**config.mk**
```make
export PLATFORM = sky130hd
export DESIGN_NAME = dsd128_tap_rom
export DESIGN_NICKNAME = d
export VERILOG_FILES = /design/src/rtl/dsd128_tap_rom.sv
export SDC_FILE = /design/constraint.sdc
export NUM_CORES = 1
export LEC_CHECK = 0
export ABC_CLOCK_PERIOD_IN_PS = 5900
export CAP_MARGIN = 20
export CORE_AREA = 2 2 259 261
export DETAILED_ROUTE_END_ITERATION = 7
export DIE_AREA = 0 0 261 263
export PLACE_DENSITY = 0.56
export SETUP_SLACK_MARGIN = 0.15
export SLEW_MARGIN = 10
export SYNTH_ARGS = -nofsm -noshare
export SYNTH_HDL_FRONTEND = slang
export SYNTH_SLANG_ARGS = --single-unit
```
**constraint.sdc**
```tcl
create_clock -name vclk -period 5.9
set_clock_uncertainty 0.1 [all_clocks]
set_input_delay 1.18 -clock vclk [all_inputs]
set_output_delay 1.18 -clock vclk [all_outputs]
set_load 0.05 [all_outputs]
```
**src/rtl/dsd128_tap_rom.sv**
```systemverilog
// dsd128_tap_rom
// Coefficient ROM and sign-select stage for the 2-channel DSD128 -> 176.4 kHz
// decimate-by-32 FIR (320 taps, 10 taps per bck over 32 slots).
// For slot addr, lane k reads c[ADDER_COUNT*addr + k]. Each channel then emits
// +c or -c, chosen by its DSD bit (1 -> +c, 0 -> -c).
//
// Ports
//   bck                 bit clock; only used when REGISTERED=1
//   reset_n             async active-low clear of the output registers
//   addr[4:0]           slot index 0..31
//   x0..x9 / y0..y9     left / right DSD bits for taps k=0..9
//   tap_left0..9        signed 32-bit left terms
//   tap_right0..9       signed 32-bit right terms
//
// Coefficient sets (COEF_SET)
//   0: lowpass kernel = three cascaded boxcars whose lengths sum to NTAP+2,
//      scaled by 1024. The kernel is symmetric, every entry is non-zero, and
//      sum |c| = 1266167808 (< 2^31-1). No entry can reach -2^31.
//   1: ramp table c[n] = n+1, used for bring-up and address checks.
// The table is folded into per-lane constant LUTs at elaboration, so no
// entry can ever be uninitialised.
module dsd128_tap_rom #(
  parameter int NTAP        = 320,
  parameter int ADDER_COUNT = 10,
  parameter int DEC_FACTOR  = 32,
  parameter int COEF_SET    = 0,
  parameter bit REGISTERED  = 1'b0
) (
  input  logic               bck,
  input  logic               reset_n,
  input  logic [4:0]         addr,
  input  logic               x0, x1, x2, x3, x4, x5, x6, x7, x8, x9,
  input  logic               y0, y1, y2, y3, y4, y5, y6, y7, y8, y9,
  output logic signed [31:0] tap_left0, tap_left1, tap_left2, tap_left3, tap_left4,
  output logic signed [31:0] tap_left5, tap_left6, tap_left7, tap_left8, tap_left9,
  output logic signed [31:0] tap_right0, tap_right1, tap_right2, tap_right3, tap_right4,
  output logic signed [31:0] tap_right5, tap_right6, tap_right7, tap_right8, tap_right9
);

  localparam int COEF_SCALE = 1024;

  // c[n] for the boxcar cascade. This is the number of ways to write n as
  // a+b+d with a<l1, b<l2, d<l3. The count over b is done in closed form,
  // so only the loop over a remains.
  function automatic logic [31:0] coef_of(input int n);
    int l1, l2, l3, lo, hi, cnt;
    l1  = (NTAP + 2) / 3;
    l2  = l1;
    l3  = NTAP + 2 - l1 - l2;
    cnt = 0;
    for (int a = 0; a < l1; a++) begin
      lo = n - a - (l3 - 1);
      if (lo < 0) lo = 0;
      hi = n - a;
      if (hi > l2 - 1) hi = l2 - 1;
      if (hi >= lo) cnt += hi - lo + 1;
    end
    if (COEF_SET == 1) return 32'(n + 1);
    return 32'(cnt * COEF_SCALE);
  endfunction

  logic [ADDER_COUNT-1:0]       w_x, w_y;
  logic [ADDER_COUNT-1:0][31:0] w_l, w_r, r_l, r_r, w_outl, w_outr;

  assign w_x = {x9, x8, x7, x6, x5, x4, x3, x2, x1, x0};
  assign w_y = {y9, y8, y7, y6, y5, y4, y3, y2, y1, y0};

  // One lane per tap k. Each lane has a 32-entry constant LUT indexed by addr.
  // Both channels share the coefficient and differ only in the sign select.
  for (genvar k = 0; k < ADDER_COUNT; k++) begin : g_lane
    logic [DEC_FACTOR-1:0][31:0] w_rom;
    logic [31:0]                 w_coef;
    for (genvar s = 0; s < DEC_FACTOR; s++) begin : g_slot
      localparam logic [31:0] C = coef_of(s * ADDER_COUNT + k);
      assign w_rom[s] = C;
    end
    assign w_coef = w_rom[addr];
    assign w_l[k] = w_x[k] ? w_coef : (~w_coef + 32'd1);
    assign w_r[k] = w_y[k] ? w_coef : (~w_coef + 32'd1);
  end

  // Output stage. In the registered variant, reset clears any term in flight.
  always_ff @(posedge bck or negedge reset_n) begin
    if (!reset_n) begin
      r_l <= '0;
      r_r <= '0;
    end else begin
      r_l <= w_l;
      r_r <= w_r;
    end
  end

  assign w_outl = REGISTERED ? r_l : w_l;
  assign w_outr = REGISTERED ? r_r : w_r;

  assign tap_left0  = w_outl[0];
  assign tap_left1  = w_outl[1];
  assign tap_left2  = w_outl[2];
  assign tap_left3  = w_outl[3];
  assign tap_left4  = w_outl[4];
  assign tap_left5  = w_outl[5];
  assign tap_left6  = w_outl[6];
  assign tap_left7  = w_outl[7];
  assign tap_left8  = w_outl[8];
  assign tap_left9  = w_outl[9];
  assign tap_right0 = w_outr[0];
  assign tap_right1 = w_outr[1];
  assign tap_right2 = w_outr[2];
  assign tap_right3 = w_outr[3];
  assign tap_right4 = w_outr[4];
  assign tap_right5 = w_outr[5];
  assign tap_right6 = w_outr[6];
  assign tap_right7 = w_outr[7];
  assign tap_right8 = w_outr[8];
  assign tap_right9 = w_outr[9];

endmodule

```
### After elaboration in Yosys (flattened, before gate mapping)

Memory sizes are Yosys's and may differ from the RTL's.
Cells that the tools add are included.

* muxes and demuxes: 30
* add/sub/neg operators: 10
* order comparisons: 1
* bitwise gates (word level): 10

Operators with widths (count)
* two-way mux 32 bit: 30
* adder 32 x 1 -> 32 bit (second input constant): 10
* inverter 32 bit: 10
* less-than comparator 5 x 6 -> 1 bit (second input constant): 1

* register bits after elaboration: 0
* bits of input ports: 27
* ROM bits: 10240
* memories kept: 10
* logic and storage cells: 61
* output and inout port bits: 640

Memory list
* (no name shown): words 32, width 32, read ports 1, clocked after Yosys merged registers in 0, write ports 0, line 77 `assign w_coef = w_rom[addr];`
* (no name shown): words 32, width 32, read ports 1, clocked after Yosys merged registers in 0, write ports 0, line 77
* (no name shown): words 32, width 32, read ports 1, clocked after Yosys merged registers in 0, write ports 0, line 77
* (no name shown): words 32, width 32, read ports 1, clocked after Yosys merged registers in 0, write ports 0, line 77
* (no name shown): words 32, width 32, read ports 1, clocked after Yosys merged registers in 0, write ports 0, line 77
* (no name shown): words 32, width 32, read ports 1, clocked after Yosys merged registers in 0, write ports 0, line 77
* 4 more memories

### Longest topological paths before layout

Gate-level depths: netlist (run 1).

* word-level depth: 5
* gate-level depth with buffers: 16
* gate-level depth less buffers: 12

### Worst setup path before layout (run 1)

No wires, ideal clock.

* kind: input port to output port
* start: input port addr[4]
* end: output port tap_left9[23]
* stages: 12
* path buffers: 6
* data required time: 4.620 ns
* slack: -1.223 ns
* arrival: 5.843 ns
* path through: buf_6 buf_8 buf_8 buf_6 buf_6 buf_2 a21oi_1 o21ai_0 inv_1 nand4b_1 nor2_1 o311ai_0

* longest elaborated chain between the ends: 5

RTL lines
* start: declaration: line 31 `input logic [4:0] addr,`
* memory read (32 x 32 bit) *
* two-way mux 32 bit (implied by the code) *: line 77
* inverter 32 bit: line 78 `assign w_l[k] = w_x[k] ? w_coef : (~w_coef + 32'd1);`
* adder 32 x 1 -> 32 bit: line 78
* two-way mux 32 bit *: line 78
* end: declaration: line 35 `output logic signed [31:0] tap_left5, tap_left6, tap_left7, tap_left8, tap_left9,`

Every way passes the cells marked *; elsewhere a longest branch is shown, timed or not. The select of a mux whose other input is x is not followed.

### Worst setup path after layout (run 1)

* start: input port addr[0]
* end: output port tap_right6[20]

* longest elaborated chain between the ends: 5

RTL lines
* memory read (32 x 32 bit) *
* two-way mux 32 bit (implied by the code) *: line 77
* inverter 32 bit: line 79 `assign w_r[k] = w_y[k] ? w_coef : (~w_coef + 32'd1);`
* adder 32 x 1 -> 32 bit: line 79
* two-way mux 32 bit *: line 79
* end: declaration: line 37 `output logic signed [31:0] tap_right5, tap_right6, tap_right7, tap_right8, tap_right9`

Marked as above.

==> results of run 1 <==
[worst max-delay path, delay by kind of cell]
kind | cells | cell delay [ps]
adder cells (fa/ha/maj) | 2 | 450
buffers and inverters | 7 | 1100
multiplexers | 1 | 520
AND/OR/NAND/NOR | 3 | 620
AO/OA/AOI/OAI | 1 | 280
[layout make-up]
type / instances / share of cell area
multi-input combinational: 1592 / 0.491
inverter: 71 / 0.0116
timing repair buffer: 904 / 0.451
tap: 864 / 0.0471
[how the worst max path moves through the flow]
stage                     end  slack [ps]
2_1_floorplan   tap_left5[22]         -80
3_3_place_gp   tap_right2[18]        -150
3_5_place_dp   tap_right2[18]        -130
4_1_cts         tap_left9[26]         140
5_1_grt        tap_right4[27]         270
6_report       tap_right6[20]         460
[power by group]
part | switching [mW] | total [mW] | internal (mW)
clock network | 0 | 0 | 0
registers | 0 | 0 | 0
logic | 2.98 | 4.94 | 1.96
[Yosys cell counts (all sizes together), types with 23 or more instances]
cell    number  area, um2
nor2       216        811
ha          33        413
xor2        81        709
mux4        24        541
a21oi      172        861
a31oi       70        438
clkbuf      81        304
nand2b      43        269
buf        315       2350
nand2       81        307
inv         69        259
and2        23        146
o21ai       63        315
nand3       24        133
xnor2      130       1140
mux2i       25        250
nor2b       44        275
nor3        27        150
[through the flow]
| step | worst slack, ps | hold WS (ps) | cells | total power [mW] |
|---|---|---|---|---|
| after detailed placement | -133 | 3040 | 3425 | 4.91 |
| final | 458 | 3040 | 3431 | 4.94 |
| after floorplan | -83.8 | 2470 | 2059 | 2.77 |
| after global routing | 271 | 3080 | 3431 | 5.13 |
| after CTS | 143 | 3040 | 3429 | 4.95 |
| after global placement | -152 | 3030 | 3425 | 4.91 |
[logic make-up after synthesis]
kind of cell | count (synthesis) | share of synthesized area
AND/OR/NAND/NOR | 565 | 0.239
AO/OA/AOI/OAI | 520 | 0.278
buffers and inverters | 467 | 0.230
XOR/XNOR | 211 | 0.145
multiplexers | 63 | 0.0748
adder cells (fa/ha/maj) | 33 | 0.0324
other | 1 | 0.000295
[routing by layer]
metal	routed length, um	track usage	vias up
met2	34900	0.338	831
met5	8	0	-
met1	29400	0.256	7596
li1	-	-	7534
met3	6040	0.0316	144
met4	2790	0.0596	2
[what timing repair did]
action,CTS,global route
setup endpoints to repair,224,230
cloned,0,1
setup buffers,4,1
gates resized for setup,39,28
pin swaps,11,9
==> results_tabular.tex, run 1 <==
\begin{tabular}{lr}
\hline
Metric & Value \\
\hline
\multicolumn{2}{l}{\textbf{Job}} \\
Max Cap Viol & 0 \\
\multicolumn{2}{l}{\textbf{Die}} \\
Die area & 68600 um2 \\
Die outline width & 261 um \\
Starting Density & 0.194 \\
Number of rows created at floorplan & 94 \\
Die boundary height & about 260 um \\
Core box area & between 60000 and 70000 um2 \\
Top-level port count & 667 \\
\multicolumn{2}{l}{\textbf{Setup path}} \\
Required time reported for the critical path endpoint & 4620 ps \\
Startpoint Class & input port \\
Slowest cell on the critical path & sky130\_fd\_sc\_hd\_\_mux4\_2 \\
Worst Setup SP & addr[0] \\
Critical path's largest stage delay & 520 ps \\
Worst-path cell chain & dlymetal6s2s\_1 -> inv\_1 -> buf\_4 -> buf\_4 -> ha\_1 -> inv\_1 -> mux4\_2 -> and2\_4 -> ha\_1 -> nor4b\_4 -> buf\_4 -> and4\_1 -> a211oi\_4 -> buf\_12 \\
Type of the worst setup path & input port to output port \\
Arrival time of the worst setup path & 4160 ps \\
Largest fanout of any net on the critical path & 5 \\
Critical path's most frequent cell & sky130\_fd\_sc\_hd\_\_buf\_4 \\
Critical path capture point type & output port \\
\multicolumn{2}{l}{\textbf{GRT}} \\
Pin count of the biggest net entering global routing & 67 \\
GRT Total Usage & 0.199 \\
Wire length of the first global-routing pass & 104 mm \\
Grt total ovfl & 0 \\
Number of antenna violations at the first check in global routing & 3 \\
Via count of the first global-routing pass & 14.8k \\
\multicolumn{2}{l}{\textbf{Layout}} \\
Leading cell type in the layout, fill and taps excluded & sky130\_fd\_sc\_hd\_\_buf\_4 \\
Fraction of final layout cells sized beyond drive strength 1 & 0.422 \\
Multi-input gate area & between 10000 and 15000 um2 \\
Fin nets & 2629 \\
Post-layout utilization of the core & 0.350 \\
Clkbuf count & 0 \\
FF/Latch Area & 0 um2 \\
Growth of design area from synthesis to finish & 80.3\% \\
Post-route standard cell area excluding fillers & around 23000 um2 \\
Top library cells by usage in the layout, fill and taps aside & sky130\_fd\_sc\_hd\_\_buf\_4, sky130\_fd\_sc\_hd\_\_buf\_12, sky130\_fd\_sc\_hd\_\_nor2\_1 \\
Sequential cells & 0 \\
Fill cell instance count of the final layout & 6861 \\
Number of inserted diodes & 0 \\
\multicolumn{2}{l}{\textbf{Power and ir drop}} \\
Power Density & 215 nW/um2 \\
Worst vdd ir & 0.000139 V \\
Reported leakage power & 10.2 nW \\
\multicolumn{2}{l}{\textbf{STA}} \\
Total negative setup slack & 0 ps \\
Peak Freq & 184 MHz \\
Unrepaired setup endpoints after global routing & no \\
Count of final setup violators & 0 \\
Number of max-slew violations in the final report & 0 \\
Minimum clock period & roughly 5400 ps \\
Worst relative slew slack & 0.290 \\
Number of hold violations in the final report & 0 \\
Final clock period utilization by the worst path & 0.922 \\
Transition at the pin with the smallest max-transition slack & 1060 ps \\
\multicolumn{2}{l}{\textbf{Detailed routing}} \\
Avg Vias per Cell & 4.69 \\
Number of search-and-repair iterations in the first detailed-routing pass & 5 \\
Final ANT Viol Nets & 0 \\
Detailed-route wire length per cell & about 21 um \\
First-iteration detailed-routing DRC count & between 1k and 1.5k \\
Overall routed net length & 73.1 mm \\
Number of remaining DRC errors & 0 \\
Vias post-DR & 16.1k \\
\multicolumn{2}{l}{\textbf{Clocking}} \\
Count of hold-fix buffers inserted at cts & 0 \\
\multicolumn{2}{l}{\textbf{Hold path}} \\
Worst min-delay path startpoint & addr[3] \\
Worst Hold Path Cells & 4 \\
Class of the tightest hold or removal check & input port to output port \\
Worst hold endpoint & tap\_left9[23] \\
\multicolumn{2}{l}{\textbf{Logic synthesis}} \\
Yosys warning count & 0 \\
Post-Syn Instances & between 1.5k and 2k \\
Synthesized area per cell & 6.84 um2 \\
Unique cell type count in the Yosys netlist & 101 \\
Mapped Area & 12700 um2 \\
Portion of the post-synthesis area used by sequential elements & 0 \\
\multicolumn{2}{l}{\textbf{Placement}} \\
Placed cell areas & 22500 um2 \\
Port Buffers & 465 \\
Placed wire-length estimate & 60.6 mm \\
Placer congestion estimate & 1.01 \\
\multicolumn{2}{l}{\textbf{Run status}} \\
Result of the run & completed \\
\hline
\end{tabular}
(Power assumes the default switching activity.)
==> run 2: changes to the inputs <==
--- a/config.mk
+++ b/config.mk
@@ -12,4 +12,5 @@
 export DIE_AREA = 0 0 261 263
-export PLACE_DENSITY = 0.56
+export PLACE_DENSITY_LB_ADDON = 0.1
 export SETUP_SLACK_MARGIN = 0.15
+export SKIP_LAST_GASP = 1
 export SLEW_MARGIN = 10
==> constraint.sdc (replaced) <==
create_clock -name vclk -period 5.9
set_clock_uncertainty 0.1 [all_clocks]
set_input_delay 0.885 -clock vclk [all_inputs]
set_output_delay 0.885 -clock vclk [all_outputs]
set_load 0.05 [all_outputs]
==> run 2 against run 1 <==
  * Final area down 13%
  * Global-route usage up 0.74 points
  * Core utilization down 4.4 points
  * Combinational power down 6.5%
  * Cell count down 7.8%
  * Non-clock buffer count down 268
  * Routed wire length up 3.0%
  * Sequential share of layout area unchanged
  * Largest power group unchanged
==> results_tabular.tex, run 2 (same netlist as run 1, synthesis figures left out) <==
\begin{tabular}{lr}
\hline
Metric & Value \\
\hline
\multicolumn{2}{l}{\textbf{Die}} \\
Die area & 68600 um2 (unchanged) \\
Top-level port count & 667 (unchanged) \\
Die outline width & 261 um (unchanged) \\
Die boundary height & 263 um (unchanged) \\
Starting Density & 0.194 (unchanged) \\
Number of rows created at floorplan & 94 (unchanged) \\
Core box area & 65600 um2 (unchanged) \\
\multicolumn{2}{l}{\textbf{STA}} \\
Worst relative slew slack & 0.120 (-0.170) \\
Number of hold violations in the final report & 0 (unchanged) \\
Unrepaired setup endpoints after global routing & yes \\
Peak Freq & 178 MHz (-3.3\%) \\
Transition at the pin with the smallest max-transition slack & 1310 ps (+244 ps) \\
Worst-case setup margin in the final layout & 274 ps (-185 ps) \\
Number of max-slew violations in the final report & 0 (unchanged) \\
Final clock period utilization by the worst path & 0.954 (+0.0313) \\
Count of final setup violators & 0 (unchanged) \\
Minimum clock period & 5630 ps (+185 ps) \\
\multicolumn{2}{l}{\textbf{Layout}} \\
Number of inserted diodes & 0 (unchanged) \\
Clkbuf count & 0 (unchanged) \\
FF/Latch Area & 0 um2 (unchanged) \\
Growth of design area from synthesis to finish & 57.6\% \\
Fraction of final layout cells sized beyond drive strength 1 & 0.312 (-0.110) \\
Fin nets & 2361 (-10\%) \\
Top library cells by usage in the layout, fill and taps aside & sky130\_fd\_sc\_hd\_\_buf\_4, sky130\_fd\_sc\_hd\_\_buf\_12, sky130\_fd\_sc\_hd\_\_nor2\_1 \\
Fill cell instance count of the final layout & 7112 (+3.7\%) \\
Multi-input gate area & 10700 um2 (-4.9\%) \\
Leading cell type in the layout, fill and taps excluded & sky130\_fd\_sc\_hd\_\_buf\_4 \\
Sequential cells & 0 (unchanged) \\
\multicolumn{2}{l}{\textbf{GRT}} \\
Wire length of the first global-routing pass & 106 mm (+2.7\%) \\
Number of antenna violations at the first check in global routing & 0 (-3) \\
Grt total ovfl & 0 (unchanged) \\
GRT Total Usage & 0.206 (+0.00736) \\
Via count of the first global-routing pass & 14.2k (-4.5\%) \\
Pin count of the biggest net entering global routing & 65 (-3.0\%) \\
\multicolumn{2}{l}{\textbf{Hold path}} \\
Worst min-delay path startpoint & addr[2] \\
Worst hold endpoint & tap\_right8[17] \\
Class of the tightest hold or removal check & input port to output port \\
Worst Hold Path Cells & 5 (+1) \\
\multicolumn{2}{l}{\textbf{Setup path}} \\
Type of the worst setup path & input port to output port \\
Arrival time of the worst setup path & 4640 ps (+480 ps) \\
Largest fanout of any net on the critical path & 10 (+5) \\
Startpoint Class & input port \\
Critical path capture point type & output port \\
Required time reported for the critical path endpoint & 4910 ps (+290 ps) \\
\multicolumn{2}{l}{\textbf{Detailed routing}} \\
Avg Vias per Cell & 4.77 (+1.7\%) \\
Final ANT Viol Nets & 0 (unchanged) \\
Vias post-DR & 15.1k (-6.3\%) \\
First-iteration detailed-routing DRC count & 1258 (+2.7\%) \\
Number of search-and-repair iterations in the first detailed-routing pass & 5 (unchanged) \\
Overall routed net length & 75.3 mm (+3.0\%) \\
Number of remaining DRC errors & 0 (unchanged) \\
Detailed-route wire length per cell & 23.8 um (+12\%) \\
\multicolumn{2}{l}{\textbf{Placement}} \\
Setup WS pre-CTS & -12.8 ps (+120 ps) \\
Placed wire-length estimate & 61.0 mm (+0.79\%) \\
Port Buffers & 465 (unchanged) \\
Placer congestion estimate & 0.942 (-7.1\%) \\
\multicolumn{2}{l}{\textbf{Power and ir drop}} \\
Worst vdd ir & 0.000108 V (-22\%) \\
Reported leakage power & 8.63 nW (-16\%) \\
Overall power of the completed layout & 4.62 mW (-6.5\%) \\
Power Density & 230 nW/um2 (+7.0\%) \\
\multicolumn{2}{l}{\textbf{Job}} \\
Max Cap Viol & 0 (unchanged) \\
\multicolumn{2}{l}{\textbf{Run status}} \\
Result of the run & completed \\
\hline
\end{tabular}
-- run 2: metal layers --
metal  track usage  part of all wire  routed length (um)
met1         0.273              0.42               31900
met2         0.356              0.49               36500
met3        0.0208             0.062                4630
met4        0.0524             0.029                2190
met5             0                 0                   0
-- run 2: worst max-delay path by stage --
| stage | startpoint | to | slack (ps) | cells after the start |
|---|---|---|---|---|
| final | addr[0] | tap_left1[23] | 270 | 12 |
| after CTS | addr[0] | tap_left3[20] | 160 | 13 |
| after global placement | addr[0] | tap_left3[20] | -10 | 13 |
| after global routing | addr[1] | tap_left1[20] | 140 | 15 |
| after detailed placement | addr[0] | tap_left5[22] | -10 | 12 |
| after floorplan | addr[1] | tap_left9[20] | 190 | 13 |
-- run 2: worst max-delay path, stage by stage --
cell and delay (ps):
sky130_fd_sc_hd__clkdlybuf4s50_1 590, sky130_fd_sc_hd__inv_2 140, sky130_fd_sc_hd__buf_4 200, sky130_fd_sc_hd__ha_1 250
sky130_fd_sc_hd__buf_4 190, sky130_fd_sc_hd__nand2b_1 380, sky130_fd_sc_hd__nand2_1 90, sky130_fd_sc_hd__mux4_2 580
sky130_fd_sc_hd__nand3b_1 290, sky130_fd_sc_hd__nor3_2 640, sky130_fd_sc_hd__o21ai_1 170, sky130_fd_sc_hd__buf_4 220
-- run 2: power by group --
group,leakage [nW],switching [mW],internal (mW)
Clock,0,0,0
Sequential,0,0,0
Combinational,8.63,2.92,1.70
-- run 2: final cells by class --
class                           count  share of cell area
Multi-Input combinational cell   1592               0.534
Timing Repair Buffer              636               0.399
Tap cell                          864              0.0539
Inverter                           71              0.0133
-- run 2: repair_timing --
item	4_1_cts	5_1_grt
resized for setup	8	14
endpoints found under the hold margin	0	0
setup buffers	0	4
hold buffers	0	0
pin swaps	0	5
setup endpoints to repair	59	157
-- run 2: metrics by stage --
step / hold slack (ps) / std cells / setup TNS, ps / utilization / area (um2)
finish: 2530 / 3163 / 0 / 0.306 / 20100
global route: 2580 / 3163 / 0 / 0.306 / 20100
CTS: 2570 / 3159 / 0 / 0.304 / 20000
detailed placement: 2550 / 3159 / -25.5 / 0.303 / 19900
global placement: 2560 / 3159 / -33.3 / 0.303 / 19900
floorplan: 1880 / 2059 / 0 / - / 13500
